File: src/rtl/vip_stream_gen.sv
// rtl/vip_stream_gen.sv - raster stream transmitter pulling pixels from a valid/ready source
// Optional test-pattern generator enabled by defining VIP_TPG_EN.
module vip_stream_gen #(
    parameter int          H_ACTIVE      = 640,
    parameter int          H_FP          = 16,
    parameter int          H_SYNC        = 96,
    parameter int          H_BP          = 48,
    parameter int          V_ACTIVE      = 480,
    parameter int          V_FP          = 10,
    parameter int          V_SYNC        = 2,
    parameter int          V_BP          = 33,
    parameter logic [7:0]  UNDERFLOW_VAL = 8'h00
) (
    input  logic        clk,
    input  logic        rst_n,
    input  logic        en,
    input  logic        clr_err,
    input  logic        tpg_sel,
    input  logic        pix_valid,
    input  logic [7:0]  pix_data,
    output logic        pix_ready,
    output logic        per_frame_vsync,
    output logic        per_frame_href,
    output logic        per_frame_hsync,
    output logic [7:0]  per_img_Y,
    output logic        frame_start,
    output logic        underflow,
    output logic [15:0] underflow_cnt
);

    localparam int H_TOTAL = H_ACTIVE + H_FP + H_SYNC + H_BP;
    localparam int V_TOTAL = V_ACTIVE + V_FP + V_SYNC + V_BP;

    localparam logic [11:0] H_ACT_C  = 12'(H_ACTIVE);
    localparam logic [11:0] HS_START = 12'(H_ACTIVE + H_FP);
    localparam logic [11:0] HS_END   = 12'(H_ACTIVE + H_FP + H_SYNC);
    localparam logic [11:0] H_LAST   = 12'(H_TOTAL - 1);
    localparam logic [11:0] V_ACT_C  = 12'(V_ACTIVE);
    localparam logic [11:0] VS_START = 12'(V_ACTIVE + V_FP);
    localparam logic [11:0] VS_END   = 12'(V_ACTIVE + V_FP + V_SYNC);
    localparam logic [11:0] V_LAST   = 12'(V_TOTAL - 1);

    localparam logic [0:0] ST_IDLE = 1'b0;
    localparam logic [0:0] ST_RUN  = 1'b1;

    logic [0:0]  state;
    logic [11:0] h_cnt;
    logic [11:0] v_cnt;
    logic        run;
    logic        act;
    logic        tpg_on;
    logic        uf_evt;
    logic [7:0]  y_next;

`ifdef VIP_TPG_EN
    assign tpg_on = tpg_sel;
`else
    logic unused_tpg_sel;
    assign unused_tpg_sel = tpg_sel;
    assign tpg_on         = 1'b0;
`endif

    assign run       = (state == ST_RUN);
    assign act       = run && (h_cnt < H_ACT_C) && (v_cnt < V_ACT_C);
    assign pix_ready = act && !tpg_on;
    assign uf_evt    = pix_ready && !pix_valid;

    always_comb begin
        y_next = 8'h00;
        if (act) begin
            if (tpg_on)
                y_next = h_cnt[7:0] ^ v_cnt[7:0];
            else if (pix_valid)
                y_next = pix_data;
            else
                y_next = UNDERFLOW_VAL;
        end
    end

    // Raster counters; leaving RUN is only allowed on the last clock of a frame.
    always_ff @(posedge clk or negedge rst_n) begin
        if (!rst_n) begin
            state <= ST_IDLE;
            h_cnt <= '0;
            v_cnt <= '0;
        end else if (state == ST_IDLE) begin
            h_cnt <= '0;
            v_cnt <= '0;
            if (en)
                state <= ST_RUN;
        end else if (h_cnt == H_LAST) begin
            h_cnt <= '0;
            if (v_cnt == V_LAST) begin
                v_cnt <= '0;
                if (!en)
                    state <= ST_IDLE;
            end else begin
                v_cnt <= v_cnt + 12'd1;
            end
        end else begin
            h_cnt <= h_cnt + 12'd1;
        end
    end

    always_ff @(posedge clk or negedge rst_n) begin
        if (!rst_n) begin
            per_frame_href  <= 1'b0;
            per_frame_hsync <= 1'b0;
            per_frame_vsync <= 1'b0;
            per_img_Y       <= 8'h00;
            frame_start     <= 1'b0;
        end else begin
            per_frame_href  <= act;
            per_frame_hsync <= run && (h_cnt >= HS_START) && (h_cnt < HS_END);
            per_frame_vsync <= run && (v_cnt >= VS_START) && (v_cnt < VS_END);
            per_img_Y       <= y_next;
            frame_start     <= act && (h_cnt == 12'd0) && (v_cnt == 12'd0);
        end
    end

    // A clear coinciding with an underflow leaves that one event recorded.
    always_ff @(posedge clk or negedge rst_n) begin
        if (!rst_n) begin
            underflow     <= 1'b0;
            underflow_cnt <= 16'h0000;
        end else if (clr_err) begin
            underflow     <= uf_evt;
            underflow_cnt <= uf_evt ? 16'h0001 : 16'h0000;
        end else if (uf_evt) begin
            underflow <= 1'b1;
            if (underflow_cnt != 16'hFFFF)
                underflow_cnt <= underflow_cnt + 16'h0001;
        end
    end

endmodule

File: config.mk
export PLATFORM = sky130hd
export DESIGN_NAME = vip_stream_gen
export DESIGN_NICKNAME = d
export VERILOG_FILES = /design/src/rtl/vip_stream_gen.sv
export SDC_FILE = /design/constraint.sdc
export NUM_CORES = 1
export LEC_CHECK = 0
export CELL_PAD_IN_SITES_DETAIL_PLACEMENT = 1
export CELL_PAD_IN_SITES_GLOBAL_PLACEMENT = 1
export CORE_MARGIN = 2
export CORE_UTILIZATION = 38
export DETAILED_ROUTE_END_ITERATION = 8
export PLACE_DENSITY_LB_ADDON = 0.1
export SYNTH_ARGS = -nofsm -noshare
export SYNTH_HDL_FRONTEND = slang
export SYNTH_SLANG_ARGS = --single-unit
export TNS_END_PERCENT = 50
File: constraint.sdc
create_clock -name clk -period 1.95 [get_ports clk]
set_input_delay 0.2925 -clock clk [delete_from_list [all_inputs] [get_ports clk]]
set_output_delay 0.2925 -clock clk [all_outputs]
set_load 0.01 [all_outputs]
==> impl_metrics.csv <==
group,metric,value,unit
yosys,synth-seq-cells,54,
yosys,syn_area_per_cell,9.75,um^2
finish,area_delta_synth_final,39.0,%
yosys,synthAdderAreaFrac,0.0215,
placement,dp_hpwl,6010,um
yosys,synth-compound-area-share,0.0904,
job,drv_cap,0,
yosys,synth_flop_cell,"dfrtp_1",
critical_path,crit_path_start_kind,"register",
grt,grt_pass1_wl,14100,um
die,start_util,0.396,
critical_path,cp.required,2.20,ns
yosys,synth_top_area_share,0.465,
critical_path,cp_slowest_stage_delay,0.45,ns
placement,port_buffers,42,
yosys,synth_edf_count,0,
clock_network,clk_pin_slew_worst_paths,0.10,ns
finish,antenna_cells,0,
clock_network,clkLatencyLatePin,0.31,ns
clock_network,cts_root_buf,"clkbuf_8",
sta,setup_violations,3,
grt,grtUsageTotal,0.207,
sta,relSlewSlack,0.629,
clock_network,cts_buffers,5,
critical_path,crit_chain,"nor4b_4 -> nand4_4 -> buf_6 -> o41ai_1 -> o311a_1",
clock_network,cts.sinks,54,
die,dieArea,8360,um^2
status,status,"complete, but fails checks",
die,die-width,91.5,um
critical_path,crit_arrival,2.22,ns
placement,gp_congestion,0.784,
routing,first_pass_iters,4,
grt,gr-total-overflow,0,
critical_path,worst-path-buf-inv,1,
sta,hold_ws,0.493,ns
die,ioPinCount,44,
sta,skew,0.00748,ns
finish,stdcell_count,486,
routing,num_vias,2688,
yosys,yosysTopAreaCell,"dfrtp_1",
routing,drt_iter0_markers,57,
routing,wl_per_cell,17.5,um
yosys,ys_warn_count,0,
yosys,synth.area.top_cells,"dfrtp_1 (46%), mux2_2 (3.9%), nand3_1 (3.6%)",
critical_path,cp_max_fo,8,
sta,period_share,1.01,
grt,grt_pass1_vias,2799,
routing,drt_wl_total,8490,um
yosys,syn_area,2910,um^2
clock_network,cts_max_level,2,
sta,maxSlewViolCount,0,
clock_network,cts_tree,"yes",
grt,grt_max_degree,25,
yosys,synth_top_family_by_area,"simple AND/OR/NAND/NOR gates",
yosys,async_reset_ff_frac,1.00,
critical_path,slowest_stage,"o41ai_1",
yosys,yosys.area_share.simple,0.295,
grt,antenna_found_initial,0,
routing,viasPerCell,5.53,
pwr,powerDensity,621,nW/um^2
finish,fin_nets,405,
yosys,yosysSeqAreaShare,0.465,
pwr,power.leakage,1.78,nW
status,violations,"negative setup slack",
critical_path,crit_family,"compound AO/OA/AOI/OAI gates",
sta,hold_violations,0,
yosys,synth_mux_area_frac,0.0560,
sta,tightest_slew,0.557,ns
yosys,syn_nets,317,
routing,drc,0,
min_path,hp-class,"primary input to async pin",
pwr,ir_drop,0.000397,V
critical_path,path_class,"register to register",
yosys,synth-xor-area-share,0.0301,
finish,drive_gt1_frac,0.245,
sta,final.min_clock_period,1.98,ns
die,fp.coreArea,7330,um^2
routing,antenna_violating_nets_post_route,0,
placement,dp.cells,470,
die,fp-row-count,31,
yosys,ys_types,46,
clock_network,clockBufferDepth,2,
die,die_h,91.5,um
sta,setup_ws,-0.0279,ns
sta,rsz0062_at_grt,"true",
sta,clock.fmax,506,MHz
yosys,syn_inst,298,
critical_path,end_kind,"register",
## through the flow
stage,worst slack (ns),util,total power [mW],TNS [ns],cell area (um^2)
finish,-0.0279,0.551,2.51,-0.0311,4040
global route,-0.136,0.551,2.66,-0.649,4040
CTS,-0.0645,0.525,2.53,-0.345,3850
detailed placement,-0.372,0.508,1.75,-3.26,3730
global placement,-0.273,0.508,1.73,-2.28,3730
floorplan,0.118,-,1.52,0,2910
## area by class of cell
| type | count | area, um^2 |
|---|---|---|
| timing repair buffer | 98 | 845 |
| clock inverter | 2 | 37.5 |
| multi-input combinational | 216 | 1570 |
| inverter | 11 | 41.3 |
| clock buffer | 6 | 72.6 |
| sequential | 54 | 1350 |
| tap | 99 | 124 |
| fill | 812 | 3290 |
## layer usage
metal  share of wire  up-vias  track usage
li1                -     1274            -
met1            0.42     1364        0.254
met2            0.54       40        0.379
met3           0.027       10       0.0349
met4           0.012        0       0.0417
met5               0        -            0
## synthesized netlist by cell type (all sizes together) (2+ instances only)
cell     instances
nand2           15
mux2i            5
nor2b           11
xor2             7
clkbuf          10
a211oi           3
mux2            10
a21oi            9
a211o            2
nand3           21
buf              7
inv             11
nor2            26
o31ai            2
xnor2            3
nand2b           2
nor4             8
nor3             5
dfrtp           54
and4            11
a31oi            4
and3            16
o311a            2
nand4           16
or4              3
ha               5
and2             4
nor4bb           2
nor4b            2
a2111oi          3
and4b            2
o21ai            7
## worst paths after layout
| kind | start | end | slack (ns) | cells past startpoint |
|---|---|---|---|---|
| max in group asynchronous | rst_n | h_cnt[4] | 0.81 | 3 |
| max | v_cnt[9] | underflow_cnt[14] | -0.03 | 5 |
| max reg2reg | v_cnt[9] | underflow_cnt[14] | -0.03 | 5 |
| min in group clk | h_cnt[0] | h_cnt[0] | 0.52 | 1 |
| min | rst_n | underflow | 0.49 | 2 |
| min reg2reg | h_cnt[0] | h_cnt[0] | 0.52 | 1 |
## timing repair
action                                 CTS  global route
setup endpoints to repair                7            15
resized for setup                        4            32
cloned                                   0             1
pin swaps                                0             9
hold buffers                             1             0
endpoints found under the hold margin   21             0
buffers inserted                         0             6
## kinds of logic (layout without fill, tap and decap cells)
family / after synthesis / in the layout
compound gates: 39 / 39
simple gates: 147 / 147
buf+inv: 28 / 117
flops: 54 / 54
fa+ha+maj: 5 / 5
mux: 15 / 15
xor+xnor: 10 / 10
## report_power, final
group          leakage (nW)  switching, mW  internal, mW
registers             0.713         0.0739          1.21
logic                  1.01          0.225         0.236
clock network        0.0514          0.383         0.384
## placed cells by master, fill, tap and decap left out, types with 4 or more instances in the layout
cell type / count
a21oi_1: 8
inv_1: 11
nor2_1: 26
nor2b_1: 11
ha_1: 5
nor4_1: 4
and3_1: 16
nand2_1: 15
mux2_2: 7
and4_1: 9
buf_4: 52
nand3_1: 21
and2_1: 4
xor2_1: 7
clkbuf_8: 5
nand4_1: 15
dfrtp_1: 53
o21ai_0: 7
nor3_1: 4
mux2i_1: 5
a31oi_1: 4
clkdlybuf4s50_1: 40
## flip-flops by register name (all words and copies together), names as in the netlist
| signal | count |
|---|---|
| underflow | 1 |
| frame_start | 1 |
| underflow_cnt | 16 |
| v_cnt | 12 |
| h_cnt | 12 |
| per_frame_href | 1 |
| run | 1 |
| per_img_Y | 8 |
| per_frame_vsync | 1 |
| per_frame_hsync | 1 |
No activity file was read; power rests on OpenSTA's default activity.
